[src/rtl/cam_cap_pkg.sv]
// cam_cap_pkg
//   Shared definitions for the DVP camera capture block: the capture FSM
//   state encoding and the helpers that derive the stored image size from
//   the sensor image size.
//   Configuration macro: CAM_CAPTURE_DECIMATE_EN (defined = 2x decimation,
//   stored image is half the sensor size in each direction).
package cam_cap_pkg;

  typedef enum logic [1:0] {
    S_SYNC   = 2'd0,
    S_VBLANK = 2'd1,
    S_ACTIVE = 2'd2,
    S_SKIP   = 2'd3
  } cap_state_t;

  // Stored pixels per line for a given sensor line width.
  function automatic int out_w(input int img_w);
`ifdef CAM_CAPTURE_DECIMATE_EN
    return img_w / 2;
`else
    return img_w;
`endif
  endfunction

  // Stored lines per frame for a given sensor frame height.
  function automatic int out_h(input int img_h);
`ifdef CAM_CAPTURE_DECIMATE_EN
    return img_h / 2;
`else
    return img_h;
`endif
  endfunction

endpackage

[src/rtl/cam_byte_pack.sv]
// cam_byte_pack
//   Assembles sensor bytes into pixels and detects line ends.
//   Ports:
//     pclk, rst    pixel clock, asynchronous active-high reset
//     enable       bytes are only taken while high (capturing, vsync low)
//     href, d      sensor line-valid and data byte
//     pix_valid    one-cycle pulse, pix_data holds a complete pixel
//     pix_data     packed pixel, first byte in the MSBs
//     line_end     one-cycle pulse after the last byte of a line
//     partial      valid with line_end: the line stopped mid-pixel
module cam_byte_pack
  import cam_cap_pkg::*;
#(
  parameter int BYTES_PER_PIX = 2
) (
  input  logic                         pclk,
  input  logic                         rst,
  input  logic                         enable,
  input  logic                         href,
  input  logic [7:0]                   d,
  output logic                         pix_valid,
  output logic [8*BYTES_PER_PIX-1:0]   pix_data,
  output logic                         line_end,
  output logic                         partial
);

  logic take;
  logic phase;
  logic in_line;
  logic pix_done;
  logic [8*BYTES_PER_PIX-1:0] next_data;

  assign take = enable && href;

  // Two-byte pixels latch the first byte and complete on the second.
  if (BYTES_PER_PIX == 2) begin : g_two
    logic [7:0] first_byte;

    always_ff @(posedge pclk or posedge rst) begin
      if (rst) begin
        first_byte <= 8'd0;
      end else if (take && !phase) begin
        first_byte <= d;
      end
    end

    assign next_data = {first_byte, d};
    assign pix_done  = take && phase;
  end else begin : g_one
    assign next_data = d;
    assign pix_done  = take;
  end

  // A line ends when bytes stop arriving, either by href falling or by the
  // capture window closing (vsync rising mid-line). Any half-built pixel is
  // dropped and reported through partial.
  always_ff @(posedge pclk or posedge rst) begin
    if (rst) begin
      phase     <= 1'b0;
      in_line   <= 1'b0;
      pix_valid <= 1'b0;
      pix_data  <= '0;
      line_end  <= 1'b0;
      partial   <= 1'b0;
    end else begin
      pix_valid <= 1'b0;
      line_end  <= 1'b0;
      partial   <= 1'b0;
      if (take) begin
        in_line <= 1'b1;
        phase   <= (BYTES_PER_PIX == 2) && !phase;
        if (pix_done) begin
          pix_valid <= 1'b1;
          pix_data  <= next_data;
        end
      end else if (in_line) begin
        in_line  <= 1'b0;
        line_end <= 1'b1;
        partial  <= phase;
        phase    <= 1'b0;
      end
    end
  end

endmodule

[src/rtl/cam_capture_param.sv]
// cam_capture_param
//   DVP camera capture front end: packs sensor bytes into pixels and writes
//   them to a frame buffer at row-aligned addresses, with frame gating and
//   sticky line/overflow error flags.
//   Configuration macro: CAM_CAPTURE_DECIMATE_EN (store only even-x pixels
//   of even-y lines; stored image is IMG_W/2 x IMG_H/2).
//   Ports:
//     pclk, rst        pixel clock, asynchronous active-high reset
//     vsync, href, d   sensor frame sync, line valid, data byte
//     cap_en           capture enable, sampled when vsync falls
//     addr, dout, we   frame-buffer write port (one write per pclk max)
//     wclk             pclk forwarded to the buffer
//     frame_done       one-cycle pulse at the end of a captured frame
//     line_err         sticky, a line ended with a partial pixel
//     ovf_err          sticky, pixels or lines beyond IMG_W/IMG_H seen
module cam_capture_param
  import cam_cap_pkg::*;
#(
  parameter int IMG_W         = 320,
  parameter int IMG_H         = 240,
  parameter int BYTES_PER_PIX = 2,
  parameter int ADDR_W        = 17
) (
  input  logic                         pclk,
  input  logic                         rst,
  input  logic                         vsync,
  input  logic                         href,
  input  logic [7:0]                   d,
  input  logic                         cap_en,
  output logic [ADDR_W-1:0]            addr,
  output logic [8*BYTES_PER_PIX-1:0]   dout,
  output logic                         we,
  output logic                         wclk,
  output logic                         frame_done,
  output logic                         line_err,
  output logic                         ovf_err
);

  localparam int OUT_W = out_w(IMG_W);
  localparam int XW    = $clog2(IMG_W + 1);
  localparam int YW    = $clog2(IMG_H + 1);
  localparam logic [XW-1:0] X_LIM = XW'(IMG_W);
  localparam logic [YW-1:0] Y_LIM = YW'(IMG_H);

  cap_state_t state;
  logic [XW-1:0] x;
  logic [YW-1:0] y;
  logic [ADDR_W-1:0] row_base;
  logic [ADDR_W-1:0] pix_addr;
  logic pack_en, pix_valid, line_end, partial;
  logic in_range, keep, adv;
  logic [8*BYTES_PER_PIX-1:0] pix_data;

  assign wclk     = pclk;
  assign pack_en  = (state == S_ACTIVE) && !vsync;
  assign in_range = (x < X_LIM) && (y < Y_LIM);

  // row_base stops advancing once the last stored row is reached, so the
  // address can never point past the end of the buffer.
`ifdef CAM_CAPTURE_DECIMATE_EN
  localparam logic [YW-1:0] Y_ADV = YW'(IMG_H - 2);
  assign keep     = !x[0] && !y[0];
  assign adv      = !y[0] && (y < Y_ADV);
  assign pix_addr = row_base + ADDR_W'(x >> 1);
`else
  localparam logic [YW-1:0] Y_ADV = YW'(IMG_H - 1);
  assign keep     = 1'b1;
  assign adv      = (y < Y_ADV);
  assign pix_addr = row_base + ADDR_W'(x);
`endif

  cam_byte_pack #(
    .BYTES_PER_PIX(BYTES_PER_PIX)
  ) u_pack (
    .pclk     (pclk),
    .rst      (rst),
    .enable   (pack_en),
    .href     (href),
    .d        (d),
    .pix_valid(pix_valid),
    .pix_data (pix_data),
    .line_end (line_end),
    .partial  (partial)
  );

  // Frame FSM plus position counters. Entry into the first capture always
  // goes through S_VBLANK, so a frame already in progress at reset is never
  // stored.
  always_ff @(posedge pclk or posedge rst) begin
    if (rst) begin
      state      <= S_SYNC;
      x          <= '0;
      y          <= '0;
      row_base   <= '0;
      addr       <= '0;
      dout       <= '0;
      we         <= 1'b0;
      frame_done <= 1'b0;
      line_err   <= 1'b0;
      ovf_err    <= 1'b0;
    end else begin
      we         <= 1'b0;
      frame_done <= 1'b0;
      case (state)
        S_SYNC: begin
          if (vsync) state <= S_VBLANK;
        end
        S_VBLANK: begin
          x        <= '0;
          y        <= '0;
          row_base <= '0;
          if (!vsync) begin
            if (cap_en) begin
              state    <= S_ACTIVE;
              line_err <= 1'b0;
              ovf_err  <= 1'b0;
            end else begin
              state <= S_SKIP;
            end
          end
        end
        S_SKIP: begin
          if (vsync) state <= S_VBLANK;
        end
        S_ACTIVE: begin
          if (vsync) begin
            frame_done <= 1'b1;
            state      <= S_VBLANK;
          end
          if (pix_valid) begin
            if (!in_range) begin
              ovf_err <= 1'b1;
            end else begin
              x <= x + XW'(1);
              if (keep) begin
                we   <= 1'b1;
                addr <= pix_addr;
                dout <= pix_data;
              end
            end
          end
          if (line_end) begin
            x <= '0;
            if (y < Y_LIM) y <= y + YW'(1);
            if (adv) row_base <= row_base + ADDR_W'(OUT_W);
          end
        end
        default: state <= S_SYNC;
      endcase
      if (line_end && partial) line_err <= 1'b1;
    end
  end

endmodule

[config.mk]
export PLATFORM = sky130hd
export DESIGN_NAME = cam_capture_param
export DESIGN_NICKNAME = d
export VERILOG_FILES = /design/src/rtl/cam_cap_pkg.sv /design/src/rtl/cam_byte_pack.sv /design/src/rtl/cam_capture_param.sv
export SDC_FILE = /design/constraint.sdc
export NUM_CORES = 1
export LEC_CHECK = 0
export CAP_MARGIN = 10
export CORE_MARGIN = 4
export CORE_UTILIZATION = 50
export CTS_BUF_LIST = sky130_fd_sc_hd__clkbuf_4 sky130_fd_sc_hd__clkbuf_8 sky130_fd_sc_hd__clkbuf_16
export CTS_CLUSTER_SIZE = 10
export DETAILED_ROUTE_END_ITERATION = 8
export PLACE_DENSITY = 0.78
export SLEW_MARGIN = 5
export SYNTH_ARGS = -nofsm -noshare
export SYNTH_HDL_FRONTEND = slang
export SYNTH_HIERARCHICAL = 1
export SYNTH_SLANG_ARGS = --single-unit
[constraint.sdc]
create_clock -name pclk -period 2.2 [get_ports pclk]
set_clock_uncertainty 0.2 [all_clocks]
set_input_delay 0.44 -clock pclk [delete_from_list [all_inputs] [get_ports pclk]]
set_output_delay 0.44 -clock pclk [all_outputs]
set_load 0.005 [all_outputs]
=== Word level (Yosys, flattened, before mapping) ===
Index checks and enable logic that the tools add are counted.

* Register bits: 102
* Output and inout bits: 38
* Bits of input ports: 13

* Multiplexer cells: 35
* $add $sub $neg: 4
* Magnitude comparators: 3
* Reductions and logical operators: 22
* Equality and inequality tests: 14

{| class="wikitable"
|+ Operators with widths
! operator !! count
|-
| $mux 17 || 2
|-
| $pmux 17 s2 || 1
|-
| $mux 9 || 3
|-
| $mux 1 || 21
|-
| $pmux 9 s2 || 1
|-
| $add 17x9->17 || 1
|-
| $add 17x9->17 const B || 1
|-
| $lt 8x8->1 const B || 2
|-
| $mux 8 || 2
|-
| $pmux 8 s2 || 1
|-
| $reduce_and 3->1 || 5
|-
| $ne 2x1->1 const B || 5
|-
| $add 9x1->9 const B || 1
|-
| $lt 9x9->1 const B || 1
|-
| $add 8x1->8 const B || 1
|-
| $ne 2x2->1 const B || 4
|-
| $reduce_bool 2->1 || 4
|-
| $logic_and 1x1->1 || 6
|-
| $reduce_and 5->1 || 1
|-
| $eq 2x2->1 const B || 2
|-
| $mux 2 || 2
|-
| $pmux 2 s2 || 1
|-
| $reduce_and 2->1 || 2
|-
| $ne 3x1->1 const B || 1
|-
| other kinds (6) || 7
|}

=== Depth between registers and ports, before layout ===
Gate-level depths: netlist (run 1).

* Depth after elaboration: 6
* Depth in mapped cells: 8
* Mapped depth without buffers: 6

=== Modules after synthesis ===
The synthesis (run 1) kept the hierarchy.

{| class="wikitable"
|+ Modules (own cells, without submodules)
! module !! times used !! cells each !! area an instance (µm²) !! sequential area each (µm²)
|-
| cam_capture_param || 1 || 315 || 3340.7 || 1676.6
|-
| cam_byte_pack || 1 || 63 || 1108.6 || 725.7
|}

==> run_results.csv, run 1 <==
group,metric,value,unit
drt,wl_per_cell,15.15,um
setup_path,critical-path-max-stage-delay,0.40,ns
drt,dr.first_iter.drc_count,135,
pwr,p_leak,2.478,nW
final_layout,diodes,0,
setup_path,crit_end,"row_base[15]",
setup_path,r2r_slack,0.11,ns
die,num_io_pins,51,
logic_synthesis,synth.avg_cell_area,11.77,um2
worst_hold_path,hp-class,"input pin to asynchronous set/reset pin",
setup_path,critPathBufInv,0,
global_route,use_met3,5.734,%
setup_path,startpoint,"y[0]",
die,dieArea,0.01047,mm2
logic_synthesis,synth_cell_types,52,
die,rows,34,
setup_path,cpMaxStageDelayCell,"or3_4",
setup_path,worstPathCellList,"ha_1 > and3_1 > or3_4 > a2111oi_4 > mux2i_1",
drt,dr.pass1.iters,4,
die,die_w,102.3,um
setup_path,end_kind,"flop",
drt,drc_errors,0,
global_route,grt_max_degree,45,
setup_path,critPathArrivalTime,2.29,ns
global_route,globalRouteMet1Util,22.76,%
final_layout,final_cell_area,0.005498,mm2
timing,fmax,0.4782,GHz
final_layout,fin_nets,470,
timing,fin_crit_sh,95.05,%
timing,slew_viol_final,0,
logic_synthesis,async_flop_share,100.0,%
placed_design,port_buffers,50,
placed_design,place_area,0.005170,mm2
global_route,use_met2,28.59,%
setup_path,path_delay_family,"simple AND/OR/NAND/NOR gates",
placed_design,dpl.hpwl,5.958,mm
setup_path,cp_num_cells,5,
die,coreArea,0.008678,mm2
timing,min_period,2.091,ns
logic_synthesis,synth_ff_type,"dfrtp_1",
pwr,power.density,896.2,mW/mm2
logic_synthesis,syn_inst,378,
setup_path,rr_startpoint,"y[0]",
logic_synthesis,ys.warnings.count,6,
setup_path,worstPathMaxFanout,6,
global_route,grt-busiest-layer,"met2",
logic_synthesis,netlist_area,0.004449,mm2
global_route,grt-ovfl-total,0,
logic_synthesis,netlist.area_leader.share,53.99,%
timing,hold_viol,0,
timing,rsz0062_at_grt,"false",
outcome,status,"complete, no violations",
drt,wl,8.499,mm
placed_design,gp_congestion,0.8516,
cts,cts_tree,"done",
timing,setup_viol_count_final,0,
global_route,grt_pass1_vias,3177,
logic_synthesis,synth-edff-count,0,
global_route,grt_usage,17.68,%
setup_path,path_class,"flop to flop",
drt,ant_nets,0,
setup_path,rr_worst_depth,5,
logic_synthesis,yosys-top-cells-area,"dfrtp_1 (54%), mux2_2 (9.9%), mux2_4 (3.0%)",
cts,hold_buffers,0,
logic_synthesis,yosysTopAreaCell,"dfrtp_1",
cts,insertion_delay,0.47,ns
timing,worst_slew_pin_slew,0.4708,ns
setup_path,required,2.40,ns
timing,setup-tns-final,0,ns
die,start_util,51.27,%
cts,clk_pin_slew_worst_paths,0.10,ns
die,dieHeight,102.3,um
global_route,antenna_found_initial,0,
setup_path,start_kind,"flop",
logic_synthesis,synth_fp_nets,399,
logic_synthesis,yosysSeqAreaShare,53.99,%
pwr,vdd_drop_max,0.6395,mV
logic_synthesis,synth_seq_cells,96,
flow_run,timing.max_cap.violations,0,
global_route,grt_pass1_wl,14.58,mm
drt,num_vias,3117,
final_layout,area_delta_synth_final,23.57,%
timing,relSlewSlack,68.41,%
final_layout,drive_gt1_share,24.06,%
drt,vias_per_cell,5.556,
setup_path,r2r_end,"row_base[15]",
-- cells in the final DEF, fill, tap and decap left out, drive strengths merged, types with 2 or more instances in the layout --
master and count:
nand2b 3, nand2 31, or2 3, xor2 5, clkdlybuf4s50 49, and2 4, nor4 8, a2111oi 2
a221o 2, nor3 7, nand4 12, clkbuf 13, or3 8, nand3 7, mux2i 5, o22a 2
o2111ai 2, dfrtp 96, clkinvlp 3, nor2 15, nor2b 5, o21ai 26, buf 24, a21oi 12
o211ai 8, mux2 48, nand3b 2, inv 16, ha 8, and3 5, xnor2 8
-- metal layers --
metal / up-vias / routed length [um]
met4: 0 / 108
met1: 1534 / 3870
met3: 7 / 464
met5: - / 0
met2: 75 / 4055
li1: 1501 / -
-- registers in the layout, summed over array words and instances, names as in the netlist, 2 cells and up --
signal,count
addr,17
dout,16
row_base,11
state,2
u_pack/g_two.first_byte,8
u_pack/pix_data,16
x,9
y,8
-- area by class of cell --
type	count	area [um2]
multi-input cells	251	1939
clock buffers	13	178.9
repair buffers	73	733.2
clock inverters	6	52.55
fillers	701	3181
well taps	108	135.1
inverters	14	56.30
flip-flops and latches	96	2402
-- logic make-up after synthesis --
logic type | Yosys count | synth area share (%)
DFF | 96 | 53.99
buffers and inverters | 31 | 3.290
and+or+nand+nor | 112 | 13.58
muxes | 53 | 14.03
AOI/OAI and AO/OA | 65 | 10.29
adders and majority gates | 8 | 2.250
xor gates and xnor gates | 13 | 2.559
-- stage by stage --
step                      setup slack [ns]  utilization, %  total power (W)  std cells  hold slack, ns
after floorplan                    0.01801               -         0.003165        378          0.2558
after CTS                          0.03733           62.70         0.004860        559          0.1173
after global placement            -0.01334           59.57         0.003554        539          0.2604
after detailed placement           -0.1296           59.57         0.003619        539          0.2690
final                               0.1089           63.35         0.004927        561          0.1234
after global routing               0.01549           63.35         0.005216        561          0.1250
-- report_power, final --
part           internal (W)  switching, W
clock              0.000577      0.000669
sequential          0.00204      0.000189
combinational      0.000709      0.000743
-- synth_stat cells (all sizes together) (2+ instances only) --
cell type and n:
nand3 7, o211ai 8, and2 4, dfrtp 96, a221o 2, nand2 31
nor2 15, xnor2 8, nand2b 3, o21ai 26, inv 13, nor3 7
o22a 2, a21oi 12, buf 7, a2111oi 2, mux2i 5, or2 3
mux2 48, o2111ai 2, nand3b 2, ha 8, and3 5, or3 8
clkbuf 10, xor2 5, nor4 8, nand4 12, nor2b 5
-- worst min path at each step --
stage | to | startpoint | slack (ns)
global route | dout[2] | rst | 0.12
floorplan | line_err | u_pack/partial | 0.26
finish | dout[10] | rst | 0.12
CTS | dout[2] | rst | 0.12
global placement | addr[13] | addr[13] | 0.26
detailed placement | addr[14] | addr[14] | 0.27
-- timing repair --
action | CTS | global route
pin swaps | 1 | 2
setup buffers | 2 | 2
endpoints found under the setup margin | 28 | 22
gates resized for setup | 5 | 7
Power figures use the tool's default switching activity.
==> run 2: changes to the inputs <==
Settings changed: SETUP_SLACK_MARGIN from default to 0.02.
==> run 2 against run 1 <==
Non-clock buffer count is 2 higher. Hold slack better by 0.079 ns. Register-to-register slack gained 0.03 ns. Core utilization is 0.40 points higher. Global-route usage is 0.69 points higher. Largest power group unchanged. Via count fell by 0.77%. Design area grew 0.64%. Die area is the same. Sequential share of layout area shrank 0.28 points. Clock power is 9.6% higher. Total power is 1.7% higher.
==> run_results.csv, run 2 (synthesis results as in run 1) <==
group,metric,value,unit
global_route,grt_pass1_vias,3214,
timing,slew_viol_final,0,
setup_path,crit_end,"wclk",
setup_path,end_kind,"output pin",
global_route,antenna_found_initial,0,
die,rows,34,
setup_path,worstPathMaxFanout,2,
global_route,grt_usage,18.37,%
final_layout,final_cell_area,0.005533,mm2
cts,hold_buffers,0,
cts,clk_pin_slew_worst_paths,0.11,ns
setup_path,start_kind,"clock port",
timing,whs,0.2027,ns
outcome,status,"complete, no violations",
die,dieArea,0.01047,mm2
die,dieHeight,102.3,um
drt,num_vias,3093,
pwr,power.density,905.4,mW/mm2
timing,rsz0062_at_grt,"false",
pwr,vdd_drop_max,0.5582,mV
timing,setup_viol_count_final,0,
global_route,grt_pass1_wl,15.05,mm
setup_path,required,1.56,ns
global_route,grt_max_degree,30,
die,die_w,102.3,um
setup_path,startpoint,"pclk",
flow_run,timing.max_cap.violations,0,
final_layout,fin_nets,472,
setup_path,critPathArrivalTime,1.52,ns
setup_path,r2r_end,"row_base[16]",
final_layout,regMostFlops,"addr",
drt,vias_per_cell,5.484,
final_layout,area_delta_synth_final,24.35,%
final_layout,diodes,0,
setup_path,r2r_slack,0.14,ns
final_layout,layout_commonest_cell,"dfrtp_1",
timing,worst_slew_pin_slew,0.5789,ns
die,start_util,51.27,%
final_layout,biggestRegsByFlops,"addr x17, dout x16, u_pack/pix_data x16",
worst_hold_path,hp-class,"input pin to asynchronous set/reset pin",
placed_design,dpl.hpwl,6.232,mm
drt,drc_errors,0,
placed_design,port_buffers,50,
drt,dr.pass1.iters,4,
cts,cts_tree,"done",
pwr,p_leak,2.493,nW
drt,wl_per_cell,15.95,um
setup_path,rr_worst_depth,5,
final_layout,largest_register_ff_count,17,
die,coreArea,0.008678,mm2
placed_design,gp_congestion,0.8192,
timing,relSlewSlack,61.32,%
placed_design,place_area,0.005170,mm2
final_layout,layout_common_cells,"dfrtp_1 (96), clkdlybuf4s50_1 (49), mux2_2 (39), nand2_1 (30), o21ai_0 (25)",
die,num_io_pins,51,
final_layout,final_util,63.75,%
drt,ant_nets,0,
timing,hold_viol,0,
setup_path,rr_startpoint,"y[1]",
final_layout,drive_gt1_share,24.78,%
setup_path,path_class,"clock port to output pin",
drt,dr.first_iter.drc_count,66,
cts,insertion_delay,0.48,ns
drt,wl,8.993,mm
global_route,grt-ovfl-total,0,
run 2: changes by cell type in the layout (fill, tap and decap cells not counted), moves of 2 or more:
cell        change
clkinv_8        +3
clkinvlp_4      -2
buf_12          -2
buf_4           +2
buf_6           +2
run 2: layer usage:
| metal | wire (um) | vias to the layer above | part of all wire (%) | track usage (%) |
|---|---|---|---|---|
| met4 | 144 | 0 | 1.6 | 7.669 |
| met1 | 4087 | 1509 | 45 | 23.18 |
| li1 | - | 1506 | - | - |
| met3 | 484 | 10 | 5.4 | 5.666 |
| met5 | 0 | - | 0 | 0 |
| met2 | 4277 | 68 | 48 | 29.44 |
run 2: metrics by stage:
step	total power [W]	setup WS [ns]	setup TNS, ns	cells
2_1_floorplan	0.003165	0.03954	0	378
3_3_place_gp	0.003537	-0.005411	-0.04006	539
3_5_place_dp	0.003603	-0.1197	-2.248	539
4_1_cts	0.004951	0.02231	0	559
5_1_grt	0.005271	0.02008	0	564
6_report	0.005009	0.04438	0	564
run 2: how the worst min path moves through the flow:
stage,slack (ns),to,cells past startpoint
2_1_floorplan,0.26,line_err,1
5_1_grt,0.24,y[3],2
3_5_place_dp,0.27,line_err,1
6_report,0.20,y[3],2
4_1_cts,0.20,y[3],2
3_3_place_gp,0.26,addr[13],2
run 2: what timing repair did:
item | CTS | global route
endpoints found under the hold margin | 0 | 0
pin swaps | 1 | 5
resized for setup | 5 | 10
buffers inserted | 1 | 5
setup endpoints to repair | 28 | 49
run 2: cell type report:
| type | count | area, um2 |
|---|---|---|
| sequential | 96 | 2402 |
| clock inverter | 7 | 88.84 |
| clock buffer | 13 | 175.2 |
| timing repair buffer | 75 | 730.7 |
| inverter | 14 | 56.30 |
| tap | 108 | 135.1 |
| multi-input combinational | 251 | 1944 |
| fill | 686 | 3146 |
run 2: report_power, final:
part           internal [W]  switching, W  leakage (nW)
registers           0.00204      0.000193          1.31
logic              0.000666      0.000737          1.05
clock network      0.000601      0.000771         0.133
run 2: worst max-delay path, cell delays in order:
cell and delay [ns]:
clkbuf_8 0.11, clkbuf_8 0.12, clkdlybuf4s15_1 0.19
==> run 3: changes to the inputs <==
Settings changed: RECOVER_POWER from default to 50.
==> run 3 against run 2 <==
First-iteration DRC count is 4.5% higher. Clock power hardly changed. Critical path depth is the same. Setup slack about the same. Die area is the same. Design area shrank 0.84%. Combinational power is essentially flat. Core utilization shrank 0.53 points. Flip-flop and latch count is the same. Register-to-register slack about the same. Total power down 0.31%. Sequential power about the same. Largest power group unchanged.
==> run_results.csv, run 3 (synthesis results as in run 1) <==
group,metric,value,unit
outcome,status,"complete, no violations",
final_layout,layout_commonest_cell,"dfrtp_1",
setup_path,rr_startpoint,"y[1]",
placed_design,port_buffers,50,
drt,vias_per_cell,5.493,
die,dieArea,0.01047,mm2
timing,timing.final.ws_setup,0.04438,ns
die,dieHeight,102.3,um
setup_path,r2r_slack,0.14,ns
worst_hold_path,hp-class,"flop to flop",
flow_run,timing.max_cap.violations,0,
global_route,grt_pass1_vias,3214,
final_layout,largest_register_ff_count,17,
drt,wl,8.974,mm
setup_path,start_kind,"clock port",
cts,clk_pin_slew_worst_paths,0.10,ns
final_layout,diodes,0,
cts,insertion_delay,0.48,ns
final_layout,fin_nets,472,
setup_path,crit_end,"wclk",
setup_path,critPathArrivalTime,1.52,ns
global_route,grt-ovfl-total,0,
pwr,vdd_drop_max,0.5577,mV
die,num_io_pins,51,
drt,drc_errors,0,
pwr,power.density,910.2,mW/mm2
global_route,antenna_found_initial,0,
timing,setup-tns-final,0,ns
drt,ant_nets,0,
drt,dr.pass1.iters,4,
global_route,grt_usage,18.37,%
final_layout,biggestRegsByFlops,"addr x17, dout x16, u_pack/pix_data x16",
die,rows,34,
global_route,grt_pass1_wl,15.05,mm
final_layout,drive_gt1_share,24.12,%
drt,dr.first_iter.drc_count,69,
cts,hold_buffers,0,
final_layout,regMostFlops,"addr",
placed_design,post-place-ws,-0.1197,ns
timing,worst_slew_pin_slew,1.038,ns
setup_path,path_class,"clock port to output pin",
die,die_w,102.3,um
cts,cts_tree,"done",
setup_path,rr_worst_depth,5,
timing,hold_viol,0,
timing,relSlewSlack,30.39,%
timing,slew_viol_final,0,
die,start_util,51.27,%
placed_design,dpl.hpwl,6.232,mm
timing,rsz0062_at_grt,"false",
drt,num_vias,3098,
drt,wl_per_cell,15.91,um
setup_path,startpoint,"pclk",
final_layout,final_util,63.22,%
setup_path,r2r_end,"row_base[16]",
final_layout,layout_common_cells,"dfrtp_1 (96), clkdlybuf4s50_1 (48), mux2_2 (39), nand2_1 (30), o21ai_0 (25)",
die,coreArea,0.008678,mm2
timing,setup_viol_count_final,0,
final_layout,fill_cells,691,
placed_design,gp_congestion,0.8192,
global_route,grt_max_degree,30,
pwr,p_leak,2.470,nW
setup_path,worstPathMaxFanout,2,
setup_path,end_kind,"output pin",
setup_path,required,1.56,ns
final_layout,area_delta_synth_final,23.31,%
timing,whs,0.2884,ns
-- run 3: changes by cell type in the layout (fill, tap and decap cells not counted), sizes merged --
cell / before / now
buf: 26 / 20
clkbuf: 12 / 18
clkdlybuf4s50: 49 / 48
dlygate4sd3: 0 / 1
-- run 3: power breakdown --
part / internal, W / switching, W
clock network: 0.000601 / 0.000770
registers: 0.00204 / 0.000191
logic: 0.000653 / 0.000738
-- run 3: worst min path at each step --
stage	start	to	slack [ns]	depth (start not counted)
3_3_place_gp	addr[13]	addr[13]	0.26	2
6_report	addr[7]	addr[7]	0.29	2
2_1_floorplan	u_pack/partial	line_err	0.26	1
3_5_place_dp	u_pack/partial	line_err	0.27	1
5_1_grt	addr[13]	addr[13]	0.32	2
4_1_cts	rst	y[3]	0.20	2
-- run 3: critical path, stage by stage --
cell and delay (ns):
clkbuf_8 0.11, clkbuf_8 0.12, clkdlybuf4s15_1 0.19
-- run 3: cell type report --
type	instances	area, um2	area share (%)
Tap cell	108	135.1	2.463
Inverter	14	53.80	0.9806
Clock inverter	7	88.84	1.619
Timing Repair Buffer	75	686.9	12.52
Sequential cell	96	2402	43.79
Multi-Input combinational cell	251	1944	35.44
Clock buffer	13	175.2	3.193
-- run 3: metrics by stage --
step / total power, W / cell area, um2 / instances
2_1_floorplan: 0.003165 / 4453 / 378
3_3_place_gp: 0.003537 / 5170 / 539
3_5_place_dp: 0.003603 / 5170 / 539
4_1_cts: 0.004951 / 5454 / 559
5_1_grt: 0.005257 / 5487 / 564
6_report: 0.004994 / 5487 / 564
-- run 3: what timing repair did --
action	in CTS	in global routing
setup buffers	1	5
gates cloned	0	0
setup endpoints to repair	28	49
pin swaps	1	5
gates resized for setup	5	10
-- run 3: per-layer routing --
layer | global-route usage [%] | part of all wire, % | up-vias
met2 | 29.44 | 48 | 67
li1 | - | - | 1510
met1 | 23.18 | 45 | 1510
met5 | 0 | 0 | -
met4 | 7.669 | 1.6 | 0
met3 | 5.666 | 5.4 | 11
